--- src/rtl/rng_scheduler_if.sv ---
// Request/result bundle between the game-logic requesters, the shared LFSR and rng_scheduler.
interface rng_scheduler_if #(
    parameter int unsigned NREQ = 4
);
    logic [NREQ-1:0]   req;
    logic [8*NREQ-1:0] limit;
    logic [7:0]        lfsr_byte;
    logic              lfsr_en;
    logic [NREQ-1:0]   ack;
    logic [7:0]        value;
    logic              busy;

    modport master (output req, limit, lfsr_byte, input lfsr_en, ack, value, busy);
    modport slave  (input req, limit, lfsr_byte, output lfsr_en, ack, value, busy);
endinterface

--- src/rtl/rng_scheduler.sv ---
// Round-robin arbiter sharing one LFSR among NREQ requesters; returns a byte in [0, limit)
// by masked rejection sampling with a bounded retry count and a fold-down fallback.
module rng_scheduler #(
    parameter int unsigned NREQ    = 4,
    parameter int unsigned STEPS   = 8,
    parameter int unsigned MAX_TRY = 4
) (
    input  logic           clk,
    input  logic           rst,
    rng_scheduler_if.slave bus
);
    localparam int unsigned IDW = $clog2(NREQ);
    localparam int unsigned STW = (STEPS > 1) ? $clog2(STEPS) : 1;
    localparam int unsigned TRW = $clog2(MAX_TRY + 1);

    typedef enum logic [1:0] {IDLE, STEP, SAMPLE, DONE} state_t;

    state_t          state_q;
    logic [IDW-1:0]  rr_ptr_q;
    logic [IDW-1:0]  winner_q;
    logic [7:0]      limit_q;
    logic [7:0]      mask_q;
    logic [7:0]      value_q;
    logic [STW-1:0]  step_cnt_q;
    logic [TRW-1:0]  try_cnt_q;
    logic            lfsr_en_q;
    logic            busy_q;
    logic [NREQ-1:0] ack_q;

    logic [NREQ-1:0] req_rot_d;
    logic [IDW-1:0]  offset_d;
    logic [IDW:0]    grant_sum_d;
    logic [IDW-1:0]  grant_id_d;
    logic            grant_vld_d;
    logic [7:0]      grant_lim_d;
    logic [7:0]      lim_m1_d;
    logic [7:0]      mask_d;
    logic [7:0]      sample_d;
    logic            accept_d;
    logic            last_try_d;

    // Rotate req so rr_ptr lands on bit 0; the lowest set bit is the next winner.
    always_comb begin
        req_rot_d   = NREQ'({bus.req, bus.req} >> rr_ptr_q);
        grant_vld_d = |bus.req;
        offset_d    = '0;
        for (int k = int'(NREQ) - 1; k >= 0; k--) begin
            if (req_rot_d[k]) offset_d = IDW'(k);
        end
        grant_sum_d = {1'b0, rr_ptr_q} + {1'b0, offset_d};
        if (grant_sum_d >= (IDW+1)'(NREQ)) grant_sum_d = grant_sum_d - (IDW+1)'(NREQ);
        grant_id_d  = grant_sum_d[IDW-1:0];
        grant_lim_d = '0;
        for (int i = 0; i < int'(NREQ); i++) begin
            if (grant_id_d == IDW'(i)) grant_lim_d = bus.limit[8*i +: 8];
        end
        // Smear limit-1 rightwards to get the smallest all-ones mask covering it (0 -> FF).
        lim_m1_d = grant_lim_d - 8'd1;
        mask_d   = lim_m1_d | (lim_m1_d >> 1);
        mask_d   = mask_d | (mask_d >> 2);
        mask_d   = mask_d | (mask_d >> 4);
    end

    always_comb begin
        sample_d   = bus.lfsr_byte & mask_q;
        accept_d   = (limit_q == 8'd0) || (sample_d < limit_q);
        last_try_d = (try_cnt_q == TRW'(MAX_TRY - 1));
    end

    // Sequencer; every output register is loaded with its value for the state being entered.
    always_ff @(posedge clk) begin
        if (rst) begin
            state_q    <= IDLE;
            rr_ptr_q   <= '0;
            winner_q   <= '0;
            limit_q    <= '0;
            mask_q     <= '0;
            value_q    <= '0;
            step_cnt_q <= '0;
            try_cnt_q  <= '0;
            lfsr_en_q  <= 1'b0;
            busy_q     <= 1'b0;
            ack_q      <= '0;
        end else begin
            ack_q <= '0;
            case (state_q)
                IDLE: begin
                    lfsr_en_q <= 1'b1;
                    busy_q    <= 1'b0;
                    if (grant_vld_d) begin
                        state_q    <= STEP;
                        winner_q   <= grant_id_d;
                        limit_q    <= grant_lim_d;
                        mask_q     <= mask_d;
                        try_cnt_q  <= '0;
                        step_cnt_q <= '0;
                        busy_q     <= 1'b1;
                    end
                end
                STEP: begin
                    step_cnt_q <= step_cnt_q + STW'(1);
                    if (step_cnt_q == STW'(STEPS - 1)) begin
                        state_q   <= SAMPLE;
                        lfsr_en_q <= 1'b0;
                    end else begin
                        lfsr_en_q <= 1'b1;
                    end
                end
                SAMPLE: begin
                    if (accept_d || last_try_d) begin
                        state_q   <= DONE;
                        lfsr_en_q <= 1'b0;
                        ack_q     <= NREQ'(1) << winner_q;
                        value_q   <= accept_d ? sample_d : (sample_d - limit_q);
                    end else begin
                        state_q    <= STEP;
                        lfsr_en_q  <= 1'b1;
                        step_cnt_q <= '0;
                    end
                    if (!accept_d) try_cnt_q <= try_cnt_q + TRW'(1);
                end
                DONE: begin
                    state_q   <= IDLE;
                    lfsr_en_q <= 1'b1;
                    busy_q    <= 1'b0;
                    rr_ptr_q  <= (winner_q == IDW'(NREQ - 1)) ? '0 : winner_q + IDW'(1);
                end
                default: state_q <= IDLE;
            endcase
        end
    end

    assign bus.lfsr_en = lfsr_en_q;
    assign bus.ack     = ack_q;
    assign bus.value   = value_q;
    assign bus.busy    = busy_q;
endmodule

--- src/flat_wrapper.sv ---
// flat-port wrapper written by rule: the top's interface ports become plain ports
module rng_scheduler_flat 
#(
    parameter int unsigned NREQ    = 4,
    parameter int unsigned STEPS   = 8,
    parameter int unsigned MAX_TRY = 4
)
  (clk, rst, bus_req, bus_limit, bus_lfsr_byte, bus_lfsr_en, bus_ack, bus_value, bus_busy);
  rng_scheduler_if #(.NREQ(NREQ)) bus_i ();
  input  logic clk;
  input  logic rst;
  input wire logic [$bits(bus_i.req)-1:0] bus_req;
  input wire logic [$bits(bus_i.limit)-1:0] bus_limit;
  input wire logic [$bits(bus_i.lfsr_byte)-1:0] bus_lfsr_byte;
  output wire logic [$bits(bus_i.lfsr_en)-1:0] bus_lfsr_en;
  output wire logic [$bits(bus_i.ack)-1:0] bus_ack;
  output wire logic [$bits(bus_i.value)-1:0] bus_value;
  output wire logic [$bits(bus_i.busy)-1:0] bus_busy;
  assign bus_i.req = bus_req;
  assign bus_i.limit = bus_limit;
  assign bus_i.lfsr_byte = bus_lfsr_byte;
  assign bus_lfsr_en = bus_i.lfsr_en;
  assign bus_ack = bus_i.ack;
  assign bus_value = bus_i.value;
  assign bus_busy = bus_i.busy;
  rng_scheduler #(.NREQ(NREQ), .STEPS(STEPS), .MAX_TRY(MAX_TRY)) u_core (.clk(clk), .rst(rst), .bus(bus_i));
endmodule
--- config.mk ---
export PLATFORM = sky130hd
export DESIGN_NAME = rng_scheduler_flat
export DESIGN_NICKNAME = d
export VERILOG_FILES = /design/src/rtl/rng_scheduler_if.sv /design/src/rtl/rng_scheduler.sv /design/src/flat_wrapper.sv
export SDC_FILE = /design/constraint.sdc
export NUM_CORES = 1
export LEC_CHECK = 0
export BUFFER_PORTS_ARGS = -buffer_cell sky130_fd_sc_hd__buf_2
export CAP_MARGIN = 40
export CORE_MARGIN = 1.5
export CORE_UTILIZATION = 57
export CTS_CLUSTER_DIAMETER = 150
export DETAILED_ROUTE_END_ITERATION = 8
export PLACE_DENSITY = 0.9
export SYNTH_ARGS = -nofsm -noshare
export SYNTH_HDL_FRONTEND = slang
export SYNTH_SLANG_ARGS = --single-unit
--- constraint.sdc ---
create_clock -name clk -period 5.8 [get_ports clk]
set_input_delay 0 -clock clk [delete_from_list [all_inputs] [get_ports clk]]
set_output_delay 0 -clock clk [all_outputs]
set_load 0.01 [all_outputs]
==> flow_summary_export.csv, run 1 <==
group,metric,value,unit
run_status,status,"complete, no violations",
floorplan,row_count,26,
floorplan,dieArea,5700,um2
run,drv_cap,0,
cts,path_clk_slew,0.08,ns
synth,yosys_warnings,0,
synth,synth_edf_count,0,
timing,fmax,223,MHz
setup_path,slowest_delay,0.56,ns
setup_path,crit_path_start_kind,"flip-flop",
floorplan,io_pins,60,
power_and_ir_drop,max-vdd-ir-drop,0.000215,V
placement,dp_hpwl,5.14,mm
synth,synthArstFlopShare,0,%
setup_path,critPathMaxFanout,11,
cts,cts_setup_buffers,0,
setup_path,worst-path-buf-inv,1,
global_routing,grt_antenna_before_repair,0,
timing,period_minus_slack,4.48,ns
finish,synthToLayoutAreaGrowth,13.9,%
placement,portBuffers,59,
timing,tightest_slew,0.937,ns
synth,synth_compound_area_share,22.0,%
synth,synthesis.instances,377,
setup_path,cpMaxStageDelayCell,"or4_1",
synth,netlist_area,3000,um2
finish,diodes,0,
setup_path,crit_path_frequent_cell,"ha_1",
setup_path,crit_chain,"or4_1 > o2111ai_1 > ha_1 > xor2_1 > nand3_1 > nand2_1 > mux4_2 > inv_1 > ha_1 > o21ai_0 > or3_4 > a2111oi_4 > a311oi_1",
setup_path,crit_arrival,4.63,ns
hold_path,hp-class,"in -> reg",
setup_path,criticalPathCategory,"reg -> reg",
cts,tritoncts,"built",
timing,maxSlewViolCount,0,
cts,cts_hold_buf,0,
setup_path,cp-end-kind,"flip-flop",
cts,insertion_delay,0.30,ns
drt,drt-pass1-iter-count,4,
global_routing,grt_pass1_vias,2598,
floorplan,die_h,75.5,um
global_routing,grt_pass1_wl,11.3,mm
finish,mostFrequentLayoutCell,"buf_2",
synth,synthAdderAreaFrac,9.44,%
synth,synthMuxAreaShare,5.01,%
synth,ys_seq_area_share,28.1,%
timing,setup_viol,0,
synth,synth_area_per_cell,7.95,um2
drt,viasPerCell,5.89,
global_routing,grt.total_usage,25.5,%
global_routing,grt_use_met2,42.1,%
cts,cts-root-buf,"clkbuf_8",
drt,ant_nets,0,
timing,hold_slack,0.0381,ns
timing,relSlewSlack,37.5,%
synth,synth_top_family_by_area,"simple AND/OR/NAND/NOR gates",
timing,clock_skew,0.00703,ns
power_and_ir_drop,p_leak,1.40,nW
cts,cts_resized,0,
synth,dominantRegCellSynth,"dfxtp_1",
finish,layout_common_cells,"buf_2, nor2_1, dfxtp_1, nand2_1, a21oi_1",
floorplan,core_area,5070,um2
timing,setup_tns,0,ns
cts,cts_buffer_depth,2,
global_routing,grt_max_degree,43,
synth,syn-num-nets,445,
drt,drc,0,
drt,wl_per_cell,13.9,um
cts,clock_sinks,42,
drt,wl,6.90,mm
synth,synthDistinctLibCells,58,
placement,gp_congestion,0.831,
global_routing,gr-total-overflow,0,
synth,synth_seq_cells,42,
finish,nNetsFinal,492,
synth,synth-xor-area-share,2.34,%
finish,instances_no_fill,495,
setup_path,path_delay_family,"simple AND/OR/NAND/NOR gates",
global_routing,grt_util_met1,31.7,%
placement,placed_cells,487,
synth,synth-simple-area-share,28.0,%
cts,cts_buffers,5,
cts,h-tree-depth,2,
power_and_ir_drop,power.density,480,nW/um2
global_routing,busiest_layer,"met2",
finish,drive_gt1_share,19.8,%
drt,drt_iter0_markers,203,
floorplan,initial_core_util,59.0,%
timing,period_share,77.2,%
global_routing,grt_use_met3,5.29,%
floorplan,die_x,75.5,um
drt,vias,2915,
setup_path,cp.required,5.96,ns
timing,hold_violations,0,
timing,rsz0062_at_grt,"false",
==> kinds of logic after synthesis <==
group,count (synthesis)
fa+ha+maj,22
compound gates,97
xor+xnor,8
mux,10
buf+inv,38
flops,42
simple gates,160
==> sequential cells by signal (all words and copies together) (netlist names) <==
register,flops
u_core.state_q,2
u_core.bus.ack,4
u_core.bus.value,8
u_core.mask_q,8
u_core.try_cnt_q,3
u_core.step_cnt_q,3
u_core.bus.busy,1
u_core.bus.lfsr_en,1
u_core.rr_ptr_q,2
u_core.limit_q,8
u_core.winner_q,2
==> synth_stat cells (all sizes together) (4+ instances only) <==
cell	number	area [um2]
clkbuf	12	45.0
or4	5	37.5
ha	21	263
nor4b	6	52.6
xnor2	7	61.3
mux4	4	90.1
inv	18	67.6
mux2i	6	60.1
a211oi	14	110
buf	8	40.0
nor4	6	37.5
nand2b	7	51.3
nor2b	6	37.5
o31ai	4	30.0
dfxtp	42	841
nand3	9	45.0
a21oi	27	143
o21ai	23	119
nor2	49	184
and2	8	50.1
nand2	33	124
a311oi	6	52.6
nor3	15	80.1
or3	4	45.0
==> layout make-up <==
type / count / area, um2
tap: 70 / 87.6
fill: 434 / 1660
clock buffer: 6 / 72.6
timing repair buffer: 60 / 303
clock inverter: 2 / 37.5
inverter: 18 / 67.6
sequential: 42 / 841
multi-input combinational: 297 / 2000
==> worst reg2reg max path, cell delays in order, from the launching register on <==
cell	delay, ns
dfxtp_1	0.42
or4_1	0.56
o2111ai_1	0.09
ha_1	0.22
xor2_1	0.54
nand3_1	0.34
nand2_1	0.32
mux4_2	0.39
inv_1	0.08
ha_1	0.18
o21ai_0	0.14
or3_4	0.41
a2111oi_4	0.49
a311oi_1	0.16
==> metrics by stage <==
stage | utilization (%) | worst slack (ns) | cell area [um2] | total power, mW
after floorplan | - | 1.87 | 3000 | 1.20
after global placement | 65.0 | 1.63 | 3300 | 1.36
after detailed placement | 65.0 | 1.37 | 3300 | 1.40
after CTS | 67.2 | 1.37 | 3410 | 1.63
after global routing | 67.2 | 1.07 | 3410 | 1.80
final | 67.2 | 1.32 | 3410 | 1.64
==> power by group <==
part	leakage, nW	internal, mW	switching, mW
registers	0.345	0.384	0.0715
logic	1.00	0.390	0.561
clock network	0.0514	0.128	0.102
==> final timing paths <==
kind	startpoint	slack, ns	end	cells after the start
setup / recovery	u_core.rr_ptr_q[0]	1.32	u_core.mask_q[0]	13
hold / removal	bus_lfsr_byte[0]	0.04	u_core.bus.value[0]	3
setup reg to reg	u_core.rr_ptr_q[0]	1.32	u_core.mask_q[0]	13
hold reg to reg	u_core.limit_q[3]	0.47	u_core.limit_q[3]	2
==> routing by layer <==
metal | part of all wire [%] | routed length, um
met3 | 5.4 | 370
met2 | 48 | 3290
met1 | 45 | 3080
met5 | 0 | 0
met4 | 2.3 | 162
Note: power is estimated with default switching activity, not from simulation.
==> run 2: changes to the inputs <==
--- a/config.mk
+++ b/config.mk
@@ -5,13 +5,14 @@
 export SDC_FILE = /design/constraint.sdc
 export NUM_CORES = 1
 export LEC_CHECK = 0
+export ABC_AREA = 1
 export BUFFER_PORTS_ARGS = -buffer_cell sky130_fd_sc_hd__buf_2
 export CAP_MARGIN = 40
 export CORE_MARGIN = 1.5
-export CORE_UTILIZATION = 57
+export CORE_UTILIZATION = 56
 export CTS_CLUSTER_DIAMETER = 150
 export DETAILED_ROUTE_END_ITERATION = 8
-export PLACE_DENSITY = 0.9
+export PLACE_DENSITY = 0.89
 export SYNTH_ARGS = -nofsm -noshare
 export SYNTH_HDL_FRONTEND = slang
 export SYNTH_SLANG_ARGS = --single-unit
==> constraint.sdc (replaced) <==
create_clock -name clk -period 4.6 [get_ports clk]
set_input_delay 0 -clock clk [delete_from_list [all_inputs] [get_ports clk]]
set_output_delay 0 -clock clk [all_outputs]
set_load 0.01 [all_outputs]
==> run 2 against run 1 <==
Largest cell class unchanged. Wire length fell by 3.3%. Non-clock buffer count unchanged. Clock power rose by 12%. Sequential cell count did not move. Global-route usage down 1.6 points. Via count rose by 1.3%. Design area is 0.18% lower.
==> flow_summary_export.csv, run 2 <==
group,metric,value,unit
global_routing,grt_use_met3,4.31,%
run,drv_cap,0,
global_routing,grt_use_met2,43.6,%
synth,ys_seq_area_share,28.0,%
timing,setup_tns,0,ns
global_routing,busiest_layer,"met2",
drt,vias,2954,
setup_path,reg2reg_depth,21,
drt,wl_per_cell,12.2,um
cts,cts_setup_buffers,0,
timing,relSlewSlack,49.7,%
floorplan,die_x,76.2,um
synth,yosysTopAreaCell,"dfxtp_1",
cts,clock_sinks,42,
global_routing,grt_pass1_wl,11.7,mm
floorplan,die_h,76.2,um
power_and_ir_drop,p_total,2.22,mW
synth,yosys_warnings,0,
power_and_ir_drop,p_leak,1.79,nW
timing,setup_viol,0,
cts,path_clk_slew,0.09,ns
placement,dp_hpwl,5.24,mm
synth,synth_top_area_share,28.0,%
cts,insertion_delay,0.31,ns
cts,tritoncts,"built",
finish,diodes,0,
finish,nNetsFinal,544,
timing,hold_slack,0.0385,ns
drt,drt-pass1-iter-count,4,
cts,cts_buffers,5,
drt,wl,6.67,mm
placement,portBuffers,59,
synth,synthArstFlopShare,0,%
synth,synth_edf_count,0,
timing,fmax,271,MHz
global_routing,grt_util_met1,28.6,%
floorplan,initial_core_util,58.4,%
cts,h-tree-depth,2,
cts,cts-root-buf,"clkbuf_8",
timing,hold_violations,0,
timing,rsz0062_at_grt,"false",
timing,period_minus_slack,3.69,ns
finish,drive_gt1_share,24.5,%
synth,synthesis.instances,422,
finish,synthToLayoutAreaGrowth,13.4,%
synth,netlist_area,3000,um2
synth,synth_area_leaders,"dfxtp_1, ha_1, nand2_1",
floorplan,io_pins,60,
hold_path,hp-class,"in -> reg",
global_routing,grt_pass1_vias,2780,
finish,layout_common_cells,"nand2_1, buf_2, inv_1, dfxtp_1",
finish,mostFrequentLayoutCell,"nand2_1",
global_routing,grt_max_degree,30,
global_routing,gr-total-overflow,0,
hold_path,min_path_cells,2,
timing,tightest_slew,0.753,ns
synth,synth_commonest_cells,"nand2_1, inv_1, dfxtp_1",
drt,viasPerCell,5.40,
setup_path,r2r_slack,0.91,ns
global_routing,grt_antenna_before_repair,0,
drt,ant_nets,0,
run_status,status,"complete, no violations",
setup_path,crit_arrival,3.90,ns
setup_path,cp.required,4.81,ns
timing,maxSlewViolCount,0,
synth,syn-num-nets,490,
power_and_ir_drop,max-vdd-ir-drop,0.000351,V
setup_path,critPathMaxFanout,15,
cts,cts_hold_buf,0,
synth,synthDistinctLibCells,39,
cts,cts_buffer_depth,2,
power_and_ir_drop,power.density,651,nW/um2
drt,drc,0,
synth,synth_seq_cells,42,
synth,synth_area_per_cell,7.12,um2
floorplan,core_area,5140,um2
global_routing,grt.total_usage,23.9,%
placement,gp_congestion,0.929,
synth,dominantRegCellSynth,"dfxtp_1",
timing,clock_skew,0.00595,ns
floorplan,row_count,26,
setup_path,criticalPathCategory,"reg -> reg",
synth,synth.most_common_cell,"nand2_1",
setup_path,cp-end-kind,"flip-flop",
setup_path,crit_path_start_kind,"flip-flop",
timing,period_share,80.2,%
drt,drt_iter0_markers,169,
floorplan,dieArea,5810,um2
cts,cts_resized,0,
-- run 2: cell count changes after synthesis, sizes merged, moves of 7 or more --
cell and delta:
nand2 +40, nor3 -8, nand2b -7, clkbuf -7, nand4 +17, inv +43
a211oi -12, and2 -7, o21ai +15, nand3 +38
-- run 2: worst paths after layout --
| check | endpoint | startpoint |
|---|---|---|
| hold reg to reg | u_core.try_cnt_q[2] | u_core.try_cnt_q[2] |
| hold / removal | u_core.rr_ptr_q[1] | rst |
| setup / recovery | u_core.mask_q[0] | u_core.rr_ptr_q[0] |
| setup reg to reg | u_core.mask_q[0] | u_core.rr_ptr_q[0] |
-- run 2: per-layer routing --
| metal | wire length [um] | vias to the layer above |
|---|---|---|
| met5 | 0 | - |
| met4 | 124 | 0 |
| met3 | 231 | 16 |
| met2 | 3300 | 53 |
| met1 | 3010 | 1370 |
| li1 | - | 1515 |
-- run 2: power breakdown --
part	switching, mW	total (mW)	internal, mW
clock	0.146	0.259	0.113
combinational	0.900	1.39	0.493
sequential	0.0832	0.564	0.480
total	1.13	2.22	1.09
-- run 2: area by class of cell --
class                   count  area, um2
well taps                  70       87.6
clock buffers               5       68.8
multi-input cells         305       1840
fillers                   493       1740
repair buffers             60        303
clock inverters             3       28.8
inverters                  62        234
flip-flops and latches     42        841
-- run 2: logic make-up (layout without fill, tap and decap cells) --
| family | after synthesis | in the layout | share of synthesized area, % |
|---|---|---|---|
| compound gates | 75 | 75 | 13.7 |
| xor+xnor | 6 | 6 | 1.75 |
| fa+ha+maj | 22 | 22 | 9.42 |
| buf+inv | 75 | 130 | 10.7 |
| flops | 42 | 42 | 28.0 |
| simple gates | 202 | 202 | 36.5 |
-- run 2: worst max-delay path, cell delays in order, from the launching register on --
cell and delay [ns]:
dfxtp_1 0.49, inv_2 0.09, nand2_1 0.09, nand3_1 0.07, nand2_1 0.11, nand3_1 0.07, a21boi_0 0.19, ha_1 0.52
inv_1 0.44, nand4_1 0.29, nand3_2 0.12, nor2_4 0.14, ha_1 0.29, nand3_1 0.10, nand2_1 0.08, nand2_1 0.05
inv_1 0.05, nand3_1 0.06, nor2_1 0.13, nand4_1 0.11, nand2_1 0.08, inv_1 0.04
-- run 2: metrics by stage --
stage | cell area (um2) | worst slack (ns) | cells | utilization [%]
after floorplan | 3000 | 1.66 | 422 | -
after global placement | 3310 | 1.12 | 539 | 64.3
after detailed placement | 3310 | 1.01 | 539 | 64.3
after CTS | 3400 | 0.984 | 547 | 66.2
after global routing | 3400 | 0.538 | 547 | 66.2
final | 3400 | 0.910 | 547 | 66.2
==> run 3: changes to the inputs <==
--- a/config.mk
+++ b/config.mk
@@ -5,14 +5,14 @@
 export SDC_FILE = /design/constraint.sdc
 export NUM_CORES = 1
 export LEC_CHECK = 0
-export ABC_AREA = 1
+export ABC_AREA = 0
 export BUFFER_PORTS_ARGS = -buffer_cell sky130_fd_sc_hd__buf_2
 export CAP_MARGIN = 40
 export CORE_MARGIN = 1.5
-export CORE_UTILIZATION = 56
+export CORE_UTILIZATION = 50
 export CTS_CLUSTER_DIAMETER = 150
 export DETAILED_ROUTE_END_ITERATION = 8
-export PLACE_DENSITY = 0.89
+export PLACE_DENSITY = 0.84
 export SYNTH_ARGS = -nofsm -noshare
 export SYNTH_HDL_FRONTEND = slang
 export SYNTH_SLANG_ARGS = --single-unit
==> constraint.sdc (replaced) <==
create_clock -name clk -period 3.2 [get_ports clk]
set_input_delay 0 -clock clk [delete_from_list [all_inputs] [get_ports clk]]
set_output_delay 0 -clock clk [all_outputs]
set_load 0.01 [all_outputs]
==> run 3 against run 2 <==
The run now ends with negative setup slack left. Utilization up 1.3 points. Clock power up 61%. Sequential power up 47%. Sequential share of layout area down 3.3 points. Global-route usage up 0.11 points. Clock skew up 0.0017 ns. Non-clock buffer count up 44. First-iteration DRC count down 5.9%.
==> flow_summary_export.csv, run 3 (synthesized netlist as in run 1, its figures left out) <==
group,metric,value,unit
run_status,status,"complete, but fails checks",
run_status,failed_checks,"negative setup slack",
floorplan,row_count,28,
finish,fin_util,67.6,%
power_and_ir_drop,p_leak,1.64,nW
setup_path,critPathMaxFanout,7,
global_routing,grt_max_degree,43,
setup_path,cp.depth,11,
floorplan,core_area,5850,um2
floorplan,die_x,80.4,um
finish,diodes,0,
cts,h-tree-depth,2,
setup_path,reg2reg_depth,11,
drt,wl,7.60,mm
finish,final.fill_count,469,
hold_path,hold_start,"bus_lfsr_byte[0]",
setup_path,reg2reg_from,"u_core.rr_ptr_q[0]",
setup_path,cpMaxStageDelayCell,"or4_1",
setup_path,crit_path_start_kind,"flip-flop",
global_routing,gr-total-overflow,0,
timing,hold_violations,0,
setup_path,crit_chain,"and3b_1 > a21oi_2 > o2111ai_4 > ha_4 > xor2_4 > or4_1 > and4_1 > and4bb_1 > or3_4 > a2111oi_4 > a311oi_2",
floorplan,io_pins,60,
setup_path,worstReg2RegEnd,"u_core.mask_q[1]",
setup_path,crit_arrival,3.54,ns
hold_path,min_path_cells,3,
cts,path_clk_slew,0.08,ns
finish,layout_common_cells,"buf_2, nor2_1, buf_4, dfxtp_1, nand2_1",
cts,cts_buffer_depth,2,
placement,placedInstanceArea,3620,um2
timing,setup_ws,-0.187,ns
setup_path,critPathLaunch,"u_core.rr_ptr_q[0]",
timing,fmax,295,MHz
setup_path,path_delay_family,"simple AND/OR/NAND/NOR gates",
floorplan,dieArea,6460,um2
global_routing,grt_pass1_wl,12.5,mm
timing,relSlewSlack,49.7,%
drt,drt-pass1-iter-count,4,
setup_path,criticalPathCategory,"reg -> reg",
drt,ant_nets,0,
power_and_ir_drop,p_total,3.35,mW
global_routing,grt_pass1_vias,2890,
drt,viasPerCell,5.62,
power_and_ir_drop,power.density,847,nW/um2
run,drv_cap,0,
setup_path,cp-end-kind,"flip-flop",
drt,vias,3056,
cts,cts-root-buf,"clkbuf_8",
drt,drt_iter0_markers,159,
setup_path,slowest_delay,0.52,ns
timing,rsz0062_at_grt,"true",
power_and_ir_drop,max-vdd-ir-drop,0.000393,V
timing,setup_viol,5,
placement,dp_hpwl,5.58,mm
finish,mostFrequentLayoutCell,"buf_2",
timing,period_minus_slack,3.39,ns
finish,nNetsFinal,536,
global_routing,grt_antenna_before_repair,0,
finish,design_area,3950,um2
drt,wl_per_cell,14.0,um
drt,drc,0,
global_routing,grt.total_usage,24.0,%
placement,portBuffers,59,
cts,insertion_delay,0.30,ns
timing,clock_skew,0.00765,ns
cts,tritoncts,"built",
timing,maxSlewViolCount,0,
hold_path,hp-class,"in -> reg",
setup_path,cp.required,3.35,ns
cts,cts_buffers,5,
setup_path,worst-path-buf-inv,0,
cts,clock_sinks,42,
floorplan,initial_core_util,51.2,%
hold_path,min_to,"u_core.bus.value[0]",
setup_path,r2r_slack,-0.19,ns
finish,drive_gt1_share,32.2,%
timing,tightest_slew,0.754,ns
timing,period_share,106,%
finish,synthToLayoutAreaGrowth,32.0,%
placement,gp_congestion,0.915,
timing,setup_tns,-0.747,ns
floorplan,die_h,80.4,um
timing,hold_slack,0.0490,ns
[run 3: cell types whose count changed in the layout (fill, tap and decap cells not counted), sizes merged, moves of 15 or more]
cell and delta:
buf +44, inv -45, nand2 -40, nand3 -38, nand4 -17, o21ai -15
[run 3: how the worst max path moves through the flow]
stage / endpoint / slack (ns)
5_1_grt: u_core.mask_q[1] / -0.30
2_1_floorplan: u_core.mask_q[0] / -0.11
4_1_cts: u_core.mask_q[1] / -0.12
3_3_place_gp: u_core.mask_q[5] / -0.11
3_5_place_dp: u_core.mask_q[1] / -0.16
6_report: u_core.mask_q[1] / -0.19
[run 3: per-stage QoR]
| stage | worst slack [ns] | cells |
|---|---|---|
| floorplan | -0.113 | 377 |
| global placement | -0.111 | 524 |
| detailed placement | -0.159 | 524 |
| CTS | -0.120 | 540 |
| global route | -0.299 | 544 |
| finish | -0.187 | 544 |
[run 3: timing repair]
action | in CTS | in global routing
endpoints found under the setup margin | 8 | 10
gates resized for setup | 11 | 14
buffers inserted | 8 | 4
pin swaps | 16 | 12
hold buffers | 0 | 0
[run 3: report_power, final]
part	internal (mW)	total [mW]	leakage [nW]	switching [mW]
clock	0.233	0.418	0.0514	0.185
combinational	0.963	2.10	1.25	1.14
sequential	0.697	0.828	0.346	0.131
[run 3: tightest hold or removal path: cells and delay by family]
kind                   cells  cell delay (ns)
AND/OR/NAND/NOR            1             0.12
buffers and inverters      1             0.09
AO/OA/AOI/OAI              1             0.08
[run 3: cell type report]
class,count,area [um2],share of cell area (%)
Inverter,18,67.6,1.71
Multi-Input combinational cell,297,2190,55.4
Tap cell,75,93.8,2.37
Timing Repair Buffer,104,646,16.3
Sequential cell,42,846,21.4
Clock inverter,2,37.5,0.950
Clock buffer,6,72.6,1.84
[run 3: metal layers]
| layer | track usage, % | part of all wire [%] | wire length, um |
|---|---|---|---|
| met5 | 0 | 0 | 0 |
| met4 | 7.24 | 1.1 | 84 |
| met3 | 3.30 | 4.7 | 358 |
| met2 | 42.5 | 50 | 3770 |
| met1 | 30.0 | 45 | 3390 |
